===== config.mk =====
export PLATFORM = sky130hd
export DESIGN_NAME = add_step2
export DESIGN_NICKNAME = d
export VERILOG_FILES = /design/src/rtl/fpu_add_pkg.sv /design/src/rtl/add_step2_mag.sv /design/src/rtl/add_step2.sv
export SDC_FILE = /design/constraint.sdc
export NUM_CORES = 1
export LEC_CHECK = 0
export ABC_AREA = 1
export CORE_ASPECT_RATIO = 1.2
export CORE_MARGIN = 2
export CORE_UTILIZATION = 45
export CTS_BUF_LIST = sky130_fd_sc_hd__clkbuf_2 sky130_fd_sc_hd__clkbuf_4 sky130_fd_sc_hd__clkbuf_8
export DETAILED_ROUTE_END_ITERATION = 6
export PLACE_DENSITY = 0.74
export RECOVER_POWER = 100
export SKIP_CTS_REPAIR_TIMING = 1
export SLEW_MARGIN = 20
export SYNTH_ARGS = -nofsm -noshare
export SYNTH_HDL_FRONTEND = slang
export SYNTH_SLANG_ARGS = --single-unit

===== constraint.sdc =====
create_clock -name CLK -period 4.9 [get_ports CLK]
set_input_delay 0.735 -clock CLK [delete_from_list [all_inputs] [get_ports CLK]]
set_output_delay 0.735 -clock CLK [all_outputs]
set_load 0.01 [all_outputs]

===== src/rtl/fpu_add_pkg.sv =====
// Shared types and constants for the single-precision adder pipeline stages.
// Holds the add_step2 buffer entry layout and the rounding-mode encodings.
package fpu_add_pkg;

    localparam int FRAC_W = 26;
    localparam int SUM_W  = FRAC_W + 1;

    localparam logic [2:0] RNE = 3'b000;
    localparam logic [2:0] RTZ = 3'b001;
    localparam logic [2:0] RDN = 3'b010;
    localparam logic [2:0] RUP = 3'b011;
    localparam logic [2:0] RMM = 3'b100;

    typedef struct packed {
        logic             sign;
        logic [SUM_W-1:0] sum;
        logic             zero;
        logic [7:0]       exp_max;
        logic [2:0]       frm;
    } add_step2_entry_t;

endpackage


===== src/rtl/add_step2_mag.sv =====
// Combinational sign-magnitude adder for two aligned fractions.
// Exact cancellation yields +0, or -0 when rounding toward negative infinity.
module add_step2_mag #(
    parameter int FRAC_W = 26
) (
    input  logic              i_sign_a,
    input  logic [FRAC_W-1:0] i_frac_a,
    input  logic              i_sign_b,
    input  logic [FRAC_W-1:0] i_frac_b,
    input  logic [2:0]        i_frm,
    output logic              o_sign,
    output logic [FRAC_W:0]   o_sum,
    output logic              o_zero
);
    import fpu_add_pkg::*;

    // NOTE: every output of an always_comb gets a default first so no path
    // through the if/else chain can leave it unassigned and infer a latch.
    always_comb begin
        o_sign = i_sign_a;
        o_sum  = '0;
        if (i_sign_a == i_sign_b) begin
            o_sum = {1'b0, i_frac_a} + {1'b0, i_frac_b};
        end else if (i_frac_a > i_frac_b) begin
            o_sum = {1'b0, i_frac_a - i_frac_b};
        end else if (i_frac_b > i_frac_a) begin
            o_sum  = {1'b0, i_frac_b - i_frac_a};
            o_sign = i_sign_b;
        end else begin
            o_sign = (i_frm == RDN);
        end
    end

    assign o_zero = (o_sum == '0);

endmodule


===== src/rtl/add_step2.sv =====
// FPU adder stage 2: sign-magnitude add feeding a DEPTH-entry valid/ready FIFO.
// Optional macro ADD_STEP2_STATS_EN adds a saturating exact-cancellation counter.
module add_step2 #(
    parameter int DEPTH  = 2,
    parameter int FRAC_W = 26
) (
    input  logic              CLK,
    input  logic              RST,
    input  logic              in_valid,
    output logic              in_ready,
    input  logic              sign_shifted,
    input  logic [FRAC_W-1:0] frac_shifted,
    input  logic              sign_not_shifted,
    input  logic [FRAC_W-1:0] frac_not_shifted,
    input  logic [7:0]        exp_max,
    input  logic [2:0]        frm_in,
    output logic              out_valid,
    input  logic              out_ready,
    output logic              sign_out,
    output logic [FRAC_W:0]   sum_out,
    output logic              carry_out,
    output logic              zero_out,
    output logic [7:0]        exp_max_out,
    output logic [2:0]        frm_out
`ifdef ADD_STEP2_STATS_EN
    ,
    output logic [15:0]       cancel_cnt
`endif
);
    import fpu_add_pkg::*;

    localparam int PTR_W = $clog2(DEPTH);
    localparam int CNT_W = $clog2(DEPTH + 1);
    localparam logic [CNT_W-1:0] DEPTH_C = CNT_W'(DEPTH);

    logic              w_sign;
    logic [FRAC_W:0]   w_sum;
    logic              w_zero;
    logic              w_push;
    logic              w_pop;
    add_step2_entry_t  w_new;

    add_step2_entry_t  r_mem [DEPTH];
    add_step2_entry_t  r_head;
    logic [PTR_W-1:0]  r_wptr;
    logic [PTR_W-1:0]  r_rptr;
    logic [CNT_W-1:0]  r_count;

    add_step2_mag #(.FRAC_W(FRAC_W)) u_mag (
        .i_sign_a (sign_shifted),
        .i_frac_a (frac_shifted),
        .i_sign_b (sign_not_shifted),
        .i_frac_b (frac_not_shifted),
        .i_frm    (frm_in),
        .o_sign   (w_sign),
        .o_sum    (w_sum),
        .o_zero   (w_zero)
    );

    assign w_new = '{sign: w_sign, sum: w_sum, zero: w_zero, exp_max: exp_max, frm: frm_in};

    assign in_ready  = (r_count < DEPTH_C);
    assign out_valid = (r_count != '0);
    assign w_push    = in_valid && in_ready;
    assign w_pop     = out_valid && out_ready;

    // NOTE: state registers use non-blocking assignments so every flop samples
    // pre-edge values regardless of statement order within the block.
    // NOTE: the entries are reset too, because reset must leave the buffer cleared.
    always_ff @(posedge CLK or posedge RST) begin
        if (RST) begin
            for (int i = 0; i < DEPTH; i++) begin
                r_mem[i] <= '0;
            end
            r_head  <= '0;
            r_wptr  <= '0;
            r_rptr  <= '0;
            r_count <= '0;
        end else begin
            if (w_push) begin
                r_mem[r_wptr] <= w_new;
                r_wptr        <= r_wptr + PTR_W'(1);
            end
            if (w_pop) begin
                r_rptr <= r_rptr + PTR_W'(1);
            end
            case ({w_push, w_pop})
                2'b10:   r_count <= r_count + CNT_W'(1);
                2'b01:   r_count <= r_count - CNT_W'(1);
                default: r_count <= r_count;
            endcase
            // The head register mirrors the next FIFO head; it holds when the FIFO drains.
            if (w_push && (r_count == '0)) begin
                r_head <= w_new;
            end else if (w_pop) begin
                if (r_count > CNT_W'(1)) begin
                    r_head <= r_mem[r_rptr + PTR_W'(1)];
                end else if (w_push) begin
                    r_head <= w_new;
                end
            end
        end
    end

    assign sign_out    = r_head.sign;
    assign sum_out     = r_head.sum;
    assign carry_out   = r_head.sum[FRAC_W];
    assign zero_out    = r_head.zero;
    assign exp_max_out = r_head.exp_max;
    assign frm_out     = r_head.frm;

`ifdef ADD_STEP2_STATS_EN
    logic [15:0] r_cancel_cnt;

    always_ff @(posedge CLK or posedge RST) begin
        if (RST) begin
            r_cancel_cnt <= '0;
        end else if (w_push && (sign_shifted != sign_not_shifted) && w_zero
                     && (r_cancel_cnt != 16'hFFFF)) begin
            r_cancel_cnt <= r_cancel_cnt + 16'd1;
        end
    end

    assign cancel_cnt = r_cancel_cnt;
`endif

endmodule


-- Yosys cells after proc, flatten, opt, wreduce, memory -nomap -nowiden
Index checks and enable logic that the tools add are counted.
- add/subtract/negate cells: 7
- order comparisons: 7
- equality and inequality tests: 4
- mux-type cells: 17
- bitwise logic cells: 2
- reduce and logical (&&, ||, !) cells: 11
- operator list (operator ; count):
    40-bit two-way mux ; 8
    80-bit bitwise mux ; 1
    27-bit two-way mux ; 2
    26-bit greater-than comparator ; 2
    26-bit subtractor ; 2
    40-bit demux with 1-bit select ; 1
    26-bit by 26-bit adder with 27-bit output ; 1
    27-bit zero test ; 1
    26-bit two-way mux ; 1
    2-bit nonzero test ; 3
    2-bit >= comparator (second input constant) ; 2
    1-bit logical AND ; 4
    1-bit NOT with 2-bit output ; 2
    2-bit one-hot mux with 2 select lines ; 1
    3-bit by 2-bit == test with 1-bit output (second input constant) ; 1
    1-bit two-way mux ; 3
    3-bit nonzero test ; 1
    1-bit adder (second input constant) ; 2
    2-bit by 1-bit adder with 2-bit output (second input constant) ; 1
    2-bit by 1-bit == test with 1-bit output (second input constant) ; 1
    2-bit == test (second input constant) ; 1
    2-bit by 1-bit greater-than comparator with 1-bit output (second input constant) ; 1
    2-bit zero test ; 1
    2-bit by 1-bit less-than comparator with 1-bit output (second input constant) ; 1
    other kinds (4) ; 4
- register bits: 124
- bits of input ports: 69
- word-level logic and storage cells: 66

-- Logic depth before layout (Yosys ltp)
Gate-level depths: netlist of the first run.
- word-level depth: 9
- mapped depth: 25

-- By module
From an unflattened synthesis of the first run, not the netlist that was laid out.
- cell total of the unflattened synthesis: 2066
- area, all modules: 12284.3 µm²
- modules (own cells, without submodules) (module ; instances ; cells an instance ; area an instance (µm²) ; seq. area each (µm²)):
    add_step2_mag ; 1 ; 1282 ; 6438.7 ; 0.0
    add_step2 ; 1 ; 784 ; 5845.6 ; 3103.0

-- Least setup slack after synthesis of the first run
No wires, ideal clock.
- kind: input to register
- start: in frac_shifted[0]
- end: reg r_head (netlist bit zero_out)
- library setup time: 0.065 ns
- arrival: 2.787 ns
- data required time: 4.835 ns
- path slack: 2.048 ns
- stages: 22
- path buffers: 0
- cells stage by stage: inv_1 -> ha_1 -> fa_1 -> inv_1 -> nand3_1 -> nand3_1 -> nand2_1 -> nand2_1 -> nand2_1 -> nand2_1 -> nand2_1 -> nand4_1 -> nand2_1 -> a21oi_1 -> nand2_1 -> nor2_1 -> nand2_1 -> nor2_2 -> nand2_2 -> nand2_1 -> nand2_1 -> nand2_1
- longest elaborated chain between the ends: 9
- elaborated cells on any way between the ends: 13
- those cells by class: 3 x add/sub; 2 x order compare; 7 x mux; 1 x reduce/logical
- ends and longest elaborated chain (what ; line ; RTL):
    from (decl) ; add_step2.sv:12 ; input logic [FRAC_W-1:0] frac_shifted,
    26-bit subtractor / 26-bit greater-than comparator (equally long branches) ; add_step2_mag.sv:27, add_step2_mag.sv:26 ;
    26-bit two-way mux ; add_step2_mag.sv:26 ; end else if (i_frac_b > i_frac_a) begin
    27-bit two-way mux ; add_step2_mag.sv:24 ; end else if (i_frac_a > i_frac_b) begin
    27-bit two-way mux * ; add_step2_mag.sv:22 ; if (i_sign_a == i_sign_b) begin
    27-bit zero test * ; add_step2_mag.sv:34 ; assign o_zero = (o_sum == '0);
    40-bit two-way mux ; add_step2.sv:98 ; end else if (w_push) begin
    40-bit two-way mux ; add_step2.sv:96 ; if (r_count > CNT_W'(1)) begin
    40-bit two-way mux ; add_step2.sv:95 ; end else if (w_pop) begin
    40-bit two-way mux * ; add_step2.sv:93 ; if (w_push && (r_count == '0)) begin
    to (signal assigned) ; add_step2.sv:94 ; r_head <= w_new;
    to (signal assigned) ; add_step2.sv:97 ; r_head <= r_mem[r_rptr + PTR_W'(1)];
    to (signal assigned) ; add_step2.sv:99 ; r_head <= w_new;
    to (decl) ; add_step2.sv:44 ; add_step2_entry_t r_head;
Mark *: on every way between the ends. The rest lies on a longest branch, timed or not. The select of a mux whose other input is x is not followed.
A chain may end at the register's enable or synchronous reset.

-- Final worst setup path of the first run
- start: in frac_shifted[7]
- end: reg r_head (netlist bit zero_out)
The elaborated chain is that of the path after synthesis.

==> results of run 1 <==
-- flip-flops by register name, indices dropped and copies added, names as in the netlist --
register / flops
r_mem: 80
sum_out: 27
exp_max_out: 8
frm_out: 3
r_count: 2
r_rptr: 1
r_wptr: 1
sign_out: 1
zero_out: 1
-- layout make-up --
type	instances	share of cell area, %
clock inverter	13	0.9748
tap	325	3.137
sequential	124	23.94
multi-input combinational	1337	53.18
timing repair buffer	126	9.294
clock buffer	18	1.911
inverter	261	7.567
-- Yosys cell counts (2+ instances only) --
| master | number |
|---|---|
| dfrtp_1 | 124 |
| or2_2 | 4 |
| o21ai_1 | 8 |
| o21ai_0 | 124 |
| nand2_2 | 22 |
| nand2_1 | 612 |
| nand3_1 | 84 |
| clkbuf_8 | 2 |
| a221oi_1 | 5 |
| a21oi_2 | 8 |
| nand4_1 | 16 |
| a22o_1 | 7 |
| a31oi_1 | 10 |
| o21bai_1 | 10 |
| nor2_2 | 13 |
| o21a_1 | 3 |
| nand2_4 | 5 |
| inv_2 | 9 |
| nor2_1 | 132 |
| buf_2 | 3 |
| buf_6 | 11 |
| inv_1 | 250 |
| nand3_2 | 2 |
| a21o_1 | 7 |
| clkbuf_1 | 36 |
| nand3b_1 | 6 |
| ha_1 | 81 |
| buf_4 | 18 |
| nor2_4 | 6 |
| a21oi_1 | 119 |
| xnor2_1 | 3 |
| xor2_1 | 36 |
| buf_1 | 2 |
| fa_1 | 3 |
-- layout by cell type, fill, tap and decap left out, types with 3 or more instances in the layout --
master	n
nor2_2	13
o21ai_0	130
clkbuf_1	3
clkinv_2	8
buf_4	9
xor2_1	36
inv_2	8
nand2_4	5
inv_1	251
nand2_1	618
nand4_1	16
dfrtp_1	124
a21o_1	7
nand3b_1	6
nand3_1	84
a21oi_2	5
fa_1	3
a21oi_1	122
o21bai_1	10
nand2_2	16
or2_2	4
dlygate4sd3_1	46
clkbuf_2	3
o21a_1	3
a31oi_1	10
nor2_4	6
clkbuf_8	18
clkdlybuf4s50_1	65
a221oi_1	5
clkinvlp_4	3
ha_1	81
nor2_1	132
a22o_1	7
-- cells by family (layout without fill, tap and decap cells) --
| group | after synthesis | in the layout | synth area share (%) |
|---|---|---|---|
| DFF | 124 | 124 | 27.10 |
| buffers and inverters | 334 | 418 | 12.52 |
| AOI/OAI and AO/OA | 306 | 306 | 14.72 |
| and+or+nand+nor | 907 | 907 | 33.21 |
| xor gates and xnor gates | 39 | 39 | 2.983 |
| adders and majority gates | 84 | 84 | 9.376 |
| muxes | 1 | 1 | 0.08743 |
-- power by group through the flow --
stage / combinational, mW / clock (mW) / sequential [mW]
2_1_floorplan: 1.78 / 0 / 1.76
3_3_place_gp: 2.73 / 0 / 1.73
3_5_place_dp: 2.78 / 0 / 1.74
4_1_cts: 2.79 / 0.871 / 1.73
5_1_grt: 3.04 / 0.919 / 1.78
6_report: 2.71 / 0.858 / 1.73
-- metal layers --
metal | up-vias | global-route usage [%] | share of wire (%)
li1 | 5756 | - | -
met1 | 5362 | 34.36 | 41
met2 | 416 | 51.83 | 49
met3 | 84 | 3.181 | 4.9
met4 | 0 | 13.25 | 4.8
met5 | - | 0 | 0
-- worst paths after layout --
| kind | end | cells past startpoint |
|---|---|---|
| max | zero_out | 21 |
| min | r_mem[3] | 2 |
| max reg2reg | r_mem[42] | 6 |
| min reg2reg | r_mem[3] | 2 |
| max in group asynchronous | r_mem[3] | 3 |
| min in group asynchronous | r_mem[45] | 2 |
-- worst reg2reg max path, delay by kind of cell (launching register included) --
kind | cells | cell delay, ns
AOI/OAI and AO/OA | 1 | 0.53
buffers and inverters | 3 | 2.32
DFF | 1 | 0.38
and+or+nand+nor | 2 | 0.30
-- through the flow --
step / cells / worst slack (ns) / hold WS, ns
5_1_grt: 2204 / 0.3402 / 0.5038
3_5_place_dp: 2173 / 0.3908 / 0.4535
6_report: 2204 / 0.5557 / 0.4700
4_1_cts: 2204 / 0.8640 / 0.4698
3_3_place_gp: 2173 / 0.4631 / 0.4501
2_1_floorplan: 1795 / 0.8658 / 0.4367
==> metrics.cfg, run 1 <==
[status]
status = finished, violations left
violations = capacitance limit, slew limit

[power]
total_power_mw = 5.289
peakVddDrop_v = 0.0002116
power_frac_clock_pct = 16.2
power.leakage_nw = 7.063
seq_power_share_pct = 32.6
p_sw_share_pct = 44.87
pwr-share-comb_pct = 51.2
switchingPower_mw = 2.373
p_int_mw = 2.916
powerDensity_mw_per_mm2 = 408.0

[sta]
period_share_pct = 88.66
finalHoldViolCount = 0
setup_viol = 0
drv_slew = 75
worst_slew_pin_slew_ns = 2.852
tns_ns = 0
slew_headroom_pct = -90.16
rsz0062_at_grt = no
fmax_mhz = 230.2
fin_skew_ns = 0.01010
period_needed_ns = 4.344

[cells_and_area]
multiInputGateArea_sq_mm = 0.006894
finalCoreUtilization_pct = 52.21
design_area_sq_mm = 0.01296
drive_above_1_share_pct = 5.695
syn_to_final_growth_pct = 13.22
final_nets = 2020
fillers = 2613
antennaDiodeCount = 0
seqCellArea_sq_mm = 0.003103

[floorplanning]
fp.dieW_um = 149.6
num_io_pins = 112
rows = 63
initial_utilization_pct = 46.11
dieArea_sq_mm = 0.02674
die_h_um = 178.7
core_sq_mm = 0.02483

[setup_path]
rr_startpoint = r_count[1]
path_class = in2reg
critPathCaptureType = flip-flop
path_delay_family = simple AND/OR/NAND/NOR gates
worstPathRequired_ns = 5.23
crit_top_cell = nand2_1
slowest_delay_ns = 0.58
path_cells = dlygate4sd3_1 -> inv_1 -> ha_1 -> nand2_1 -> nand2_1 -> a21oi_1 -> nand3_1 -> nand2_1 -> nand3_4 -> nor2_4 -> nand3_1 -> nand2_1 -> nand2_1 -> nand2_1 -> nor2_1 -> nand3_1 -> nor2_1 -> nand2_2 -> nand2_1 -> nand2_1 -> nand2_1
cp.arrival_ns = 4.67
cp.buffers_inverters = 2
startpoint = frac_shifted[7]
setup.worst_path.start_class = input port
regToRegSetupSlack_ns = 1.25
crit_fanout = 22
cp_slowest_cell = dlygate4sd3_1

[logic_synthesis]
syn-cell-area_sq_mm = 0.01145
synth_top_area_share_pct = 27.10
synth.avg_cell_area_sq_um = 6.379
async_flop_share_pct = 100.0
synth.area.top_cells = dfrtp_1 (27%), nand2_1 (20%), ha_1 (8.9%)
synth_seq_area_share_pct = 27.10
synth_edf_count = 0
synth_cell_types = 48
synth-seq-cells = 124
yosysWarnings = 0
synth_cells = 1795
synth_ff_type = dfrtp_1
post-synth-top-area-cell = dfrtp_1
syn-num-nets = 1948

[placed_design]
placed_area_sq_mm = 0.01264
gp_congestion = 0.9954
port_buffers = 111
hpwl_mm = 29.91

[global_route]
grt_util_all_layers_pct = 28.83
grt_max_degree = 75
grt_pass1_vias = 11254
grt_pass1_wl_mm = 59.60
grt_antenna_before_repair = 0
grt_overflow_total = 0

[route]
vias = 11618
drc = 0
wire_per_inst_um = 17.11
drt-vias-per-instance = 5.271
drtPass1Iterations = 6
drt-initial-drc-count = 856
ant_nets = 0
wl_mm = 37.71

[cts]
clockBufferDepth = 2
clk_pin_slew_worst_paths_ns = 0.07
cts_root_buf = clkbuf_8
cts-buffers-inserted = 17
numClockSinks = 124
cts_tree = yes
h-tree-depth = 4
clkLatencyLatePin_ns = 0.44

[job]
max_cap_viol_count = 2

[worst_hold_path]
holdCritStartpoint = r_mem[3]
hp-class = reg2reg

Note: power is estimated with default switching activity, not from simulation.
==> run 2: changes to the inputs <==
==> constraint.sdc (replaced) <==
create_clock -name CLK -period 4.9 [get_ports CLK]
set_input_delay 0.98 -clock CLK [delete_from_list [all_inputs] [get_ports CLK]]
set_output_delay 0.98 -clock CLK [all_outputs]
set_load 0.01 [all_outputs]
==> metrics.cfg, run 2 (synthesis gave the netlist of run 1 again) <==
[status]
status = finished, violations left
violations = capacitance limit, slew limit

[sta]
holdWs_ns = 0.4721  ; +0.002097 ns
fmax_mhz = 232.8  ; +1.1%
setup_viol = 0  ; unchanged
rsz0062_at_grt = no
finalHoldViolCount = 0  ; unchanged
fin_skew_ns = 0.009630  ; -0.0004673 ns
tns_ns = 0  ; unchanged
worst_slew_pin_slew_ns = 3.120  ; +0.2672 ns
slew_headroom_pct = -108.2  ; -18 points
period_share_pct = 87.68  ; -0.98 points
period_needed_ns = 4.296  ; -0.04788 ns
drv_slew = 139  ; +85%

[cells_and_area]
largest_reg_flops = 80  ; unchanged
syn_to_final_growth_pct = 13.88
fin_cells = 2209  ; +0.23%
max_flop_register = r_mem
design_area_sq_mm = 0.01304  ; +0.58%
final_nets = 2024  ; +0.20%
layout_commonest_cell = nand2_1
antennaDiodeCount = 0  ; unchanged
most-common-layout-cells = nand2_1 (619), inv_1 (252), nor2_1 (133)
drive_above_1_share_pct = 5.839  ; +0.14 points

[placed_design]
dp_cells = 2177  ; +0.18%
placed_area_sq_mm = 0.01268  ; +0.34%
port_buffers = 111  ; unchanged
gp_congestion = 1.004  ; +0.85%
hpwl_mm = 30.78  ; +2.9%

[setup_path]
crit_fanout = 22  ; unchanged
slowest_delay_ns = 0.54  ; -0.04 ns
cp.arrival_ns = 4.63  ; -0.04 ns
cp_slowest_cell = ha_1
startpoint = frac_shifted[21]
setup.worst_path.start_class = input port
critPathCaptureType = flip-flop
reg2reg_to = sum_out[13]
ff2ff_path_depth = 5  ; -1
path_class = in2reg
crit_top_cell = nand2_1
worstPathRequired_ns = 5.24  ; about the same
regToRegSetupSlack_ns = 0.66  ; -0.59 ns
path_cells = clkdlybuf4s50_1 -> inv_1 -> ha_1 -> nand2_1 -> nor2_1 -> inv_1 -> nor2_1 -> nand2_1 -> clkinv_1 -> nand2_1 -> nand3_1 -> nand2_1 -> nor2_4 -> nand3_1 -> nand2_1 -> nand2_1 -> nand2_1 -> nor2_1 -> nand3_1 -> nor2_1 -> nand2_2 -> nand2_1 -> nand2_1 -> nand2_1
rr_startpoint = r_rptr

[cts]
numClockSinks = 124  ; unchanged
clk_pin_slew_worst_paths_ns = 0.07  ; about the same
cts-buffers-inserted = 17  ; unchanged
clkLatencyLatePin_ns = 0.45  ; about the same
h-tree-depth = 4  ; unchanged
clockBufferDepth = 2  ; unchanged
cts_tree = yes
cts_root_buf = clkbuf_8

[floorplanning]
num_io_pins = 112  ; unchanged
initial_utilization_pct = 46.11  ; unchanged
core_sq_mm = 0.02483  ; unchanged
dieArea_sq_mm = 0.02674  ; unchanged
fp.dieW_um = 149.6  ; unchanged
die_h_um = 178.7  ; unchanged
rows = 63  ; unchanged

[worst_hold_path]
holdCritStartpoint = r_mem[5]
holdPathStages = 2  ; unchanged
hp-class = reg2reg
min_to = r_mem[5]

[global_route]
grt_util_all_layers_pct = 29.19  ; +0.36 points
grt_pass1_wl_mm = 59.78  ; +0.30%
grt_max_degree = 82  ; +9.3%
grt_overflow_total = 0  ; unchanged
grt_pass1_vias = 11231  ; -0.20%
grt_antenna_before_repair = 0  ; unchanged

[route]
ant_nets = 0  ; unchanged
drt-vias-per-instance = 5.236  ; -0.67%
drtPass1Iterations = 6  ; unchanged
vias = 11566  ; -0.45%
wl_mm = 38.39  ; +1.8%
drc = 0  ; unchanged
drt-initial-drc-count = 820  ; -4.2%
wire_per_inst_um = 17.38  ; +1.6%

[power]
peakVddDrop_v = 0.0002568  ; +21%
total_power_mw = 5.399  ; +2.1%
power.leakage_nw = 7.082  ; +0.27%
powerDensity_mw_per_mm2 = 414.1  ; +1.5%

[job]
max_cap_viol_count = 3  ; +1

==> run 2: cell types whose count changed in the layout (fill, tap and decap cells not counted), moves of 2 or more <==
cell | previous run | this run
clkinvlp_4 | 3 | 6
clkinv_2 | 8 | 3
buf_4 | 9 | 13
a21oi_1 | 122 | 120
clkbuf_2 | 3 | 1
a21oi_2 | 5 | 7
o21ai_1 | 2 | 4
o21ai_0 | 130 | 128
==> run 2: layout make-up <==
cell class,count,area [sq um]
inverter,261,980.9
timing repair buffer,130,1249
fill,2557,11790
multi-input combinational,1337,6887
clock buffer,18,241.5
sequential,124,3103
tap,325,406.6
clock inverter,14,171.4
==> run 2: layer usage <==
metal | global-route usage, % | wire (um)
met1 | 35.12 | 15850
met2 | 52.10 | 18900
met3 | 3.181 | 1796
met4 | 13.49 | 1841
met5 | 0 | 0
==> run 2: worst max-delay path by stage <==
stage / endpoint
6_report: zero_out
3_3_place_gp: zero_out
2_1_floorplan: exp_max_out[0]
4_1_cts: zero_out
3_5_place_dp: zero_out
5_1_grt: r_mem[51]
==> run 2: where the power goes <==
part | switching (mW) | internal (mW) | total, mW
Sequential | 0.231 | 1.49 | 1.72
Clock | 0.425 | 0.508 | 0.933
Combinational | 1.76 | 0.985 | 2.74
==> run 2: through the flow <==
stage | setup WS (ns) | util (%)
2_1_floorplan | 0.6208 | -
3_3_place_gp | 0.3839 | 51.08
3_5_place_dp | 0.3617 | 51.08
4_1_cts | 0.8208 | 52.74
5_1_grt | 0.3081 | 52.51
6_report | 0.6036 | 52.51
==> run 2: critical path, delay by kind of cell <==
family	cells	cell delay, ns
adders and majority gates	1	0.54
buffers and inverters	4	0.74
and+or+nand+nor	19	2.38
==> run 3: changes to the inputs <==
Clock period 4.9 ns to 5.5 ns, I/O delays scaled along.
==> metrics.cfg, run 3 (synthesis gave the netlist of run 1 again) <==
[status]
status = finished, violations left
violations = capacitance limit, slew limit

[global_route]
grt_overflow_total = 0  ; unchanged
grt_pass1_vias = 11290  ; +0.53%
grt_pass1_wl_mm = 58.58  ; -2.0%
grt_antenna_before_repair = 0  ; unchanged
grt_max_degree = 58  ; -29%
grt_util_all_layers_pct = 28.27  ; -0.92 points

[floorplanning]
rows = 63  ; unchanged
core_sq_mm = 0.02483  ; unchanged
fp.dieW_um = 149.6  ; unchanged
dieArea_sq_mm = 0.02674  ; unchanged
num_io_pins = 112  ; unchanged
initial_utilization_pct = 46.11  ; unchanged
die_h_um = 178.7  ; unchanged

[sta]
fin_skew_ns = 0.02984  ; +0.02021 ns
fmax_mhz = 209.8
fin_ws_ns = 0.7329  ; +0.1293 ns
period_share_pct = 86.68
holdWs_ns = 0.4631  ; -0.008972 ns
drv_slew = 184  ; +32%
period_needed_ns = 4.767
worst_slew_pin_slew_ns = 2.628  ; -0.4914 ns
tns_ns = 0  ; unchanged
finalHoldViolCount = 0  ; unchanged
slew_headroom_pct = -75.21  ; +33 points
rsz0062_at_grt = no
setup_viol = 0  ; unchanged

[cells_and_area]
layout_commonest_cell = nand2_1
design_area_sq_mm = 0.01297  ; -0.51%
antennaDiodeCount = 0  ; unchanged
fin_cells = 2202  ; -0.32%
max_flop_register = r_mem
largest_reg_flops = 80  ; unchanged
syn_to_final_growth_pct = 13.30
drive_above_1_share_pct = 5.594  ; -0.24 points
final_nets = 2027  ; +0.15%
finalCoreUtilization_pct = 52.24  ; -0.27 points
most-common-layout-cells = nand2_1 (618), inv_1 (251), nor2_1 (133)

[route]
wire_per_inst_um = 17.01  ; -2.1%
drt-initial-drc-count = 683  ; -17%
drc = 0  ; unchanged
vias = 11630  ; +0.55%
drtPass1Iterations = 5  ; -1
drt-vias-per-instance = 5.282  ; +0.87%
wl_mm = 37.46  ; -2.4%
ant_nets = 0  ; unchanged

[placed_design]
gp_congestion = 0.9689  ; -3.5%
port_buffers = 111  ; unchanged
hpwl_mm = 29.87  ; -3.0%
pre_cts_ws_ns = 0.6424  ; +0.2807 ns
placed_area_sq_mm = 0.01263  ; -0.40%
dp_cells = 2172  ; -0.23%

[power]
total_power_mw = 4.731  ; -12%
peakVddDrop_v = 0.0001972  ; -23%
power.leakage_nw = 7.061  ; -0.30%
powerDensity_mw_per_mm2 = 364.7  ; -12%

[cts]
cts_tree = yes
clockBufferDepth = 3  ; +1
clk_pin_slew_worst_paths_ns = 0.07  ; about the same
cts_root_buf = clkbuf_8
clkLatencyLatePin_ns = 0.47  ; +0.02 ns
h-tree-depth = 4  ; unchanged
cts-buffers-inserted = 25  ; +8
numClockSinks = 124  ; unchanged

[setup_path]
crit_fanout = 22  ; unchanged
path_class = in2reg
critPathCaptureType = flip-flop
cp.arrival_ns = 5.12  ; +0.49 ns
setup.worst_path.start_class = input port
worstPathRequired_ns = 5.85  ; +0.61 ns

[worst_hold_path]
hp-class = reg2reg

[job]
max_cap_viol_count = 4  ; +1

[run 3: worst max-delay path, stage by stage]
cell and delay (ns):
dlygate4sd3_1 0.58, inv_1 0.06, ha_1 0.50, nand2_1 0.18
nor2_1 0.24, inv_1 0.11, nor2_1 0.29, nand2_1 0.12
clkinv_1 0.08, nand2_1 0.07, nand3_1 0.12, nand2_1 0.10
nor2_4 0.56, nand3_1 0.13, nand2_1 0.16, nand2_1 0.06
nand2_1 0.14, nor2_1 0.07, nand3_1 0.12, nor2_1 0.07
nand2_2 0.08, nand2_1 0.05, nand2_1 0.07, nand2_1 0.04
[run 3: layer usage]
metal  GRT usage (%)  vias to the layer above  wire [um]
met5               0                        -          0
met4           18.33                        0       2519
met3           2.875                      117       1931
met2           49.29                      431      18110
met1           33.00                     5330      14900
li1                -                     5752          -
[run 3: path summary, 6_finish.rpt]
path	startpoint	endpoint	slack, ns	depth (start not counted)
setup / recovery	frac_shifted[18]	zero_out	0.73	24
hold / removal	r_mem[3]	r_mem[3]	0.46	2
setup reg to reg	r_rptr	sum_out[9]	1.15	6
hold reg to reg	r_mem[3]	r_mem[3]	0.46	2
max in group asynchronous	RST	r_count[1]	1.29	3
min in group asynchronous	RST	r_mem[44]	1.40	2
[run 3: cell type report]
type	count	area (sq um)
Fill cell	2617	11860
Timing Repair Buffer	125	1197
Tap cell	325	406.6
Clock inverter	2	12.51
Multi-Input combinational cell	1337	6898
Clock buffer	28	372.9
Sequential cell	124	3103
Inverter	261	982.2
[run 3: where the power goes]
part,internal [mW],leakage [nW],switching (mW)
sequential,1.33,1.55,0.199
combinational,0.875,5.31,1.55
clock,0.437,0.200,0.343
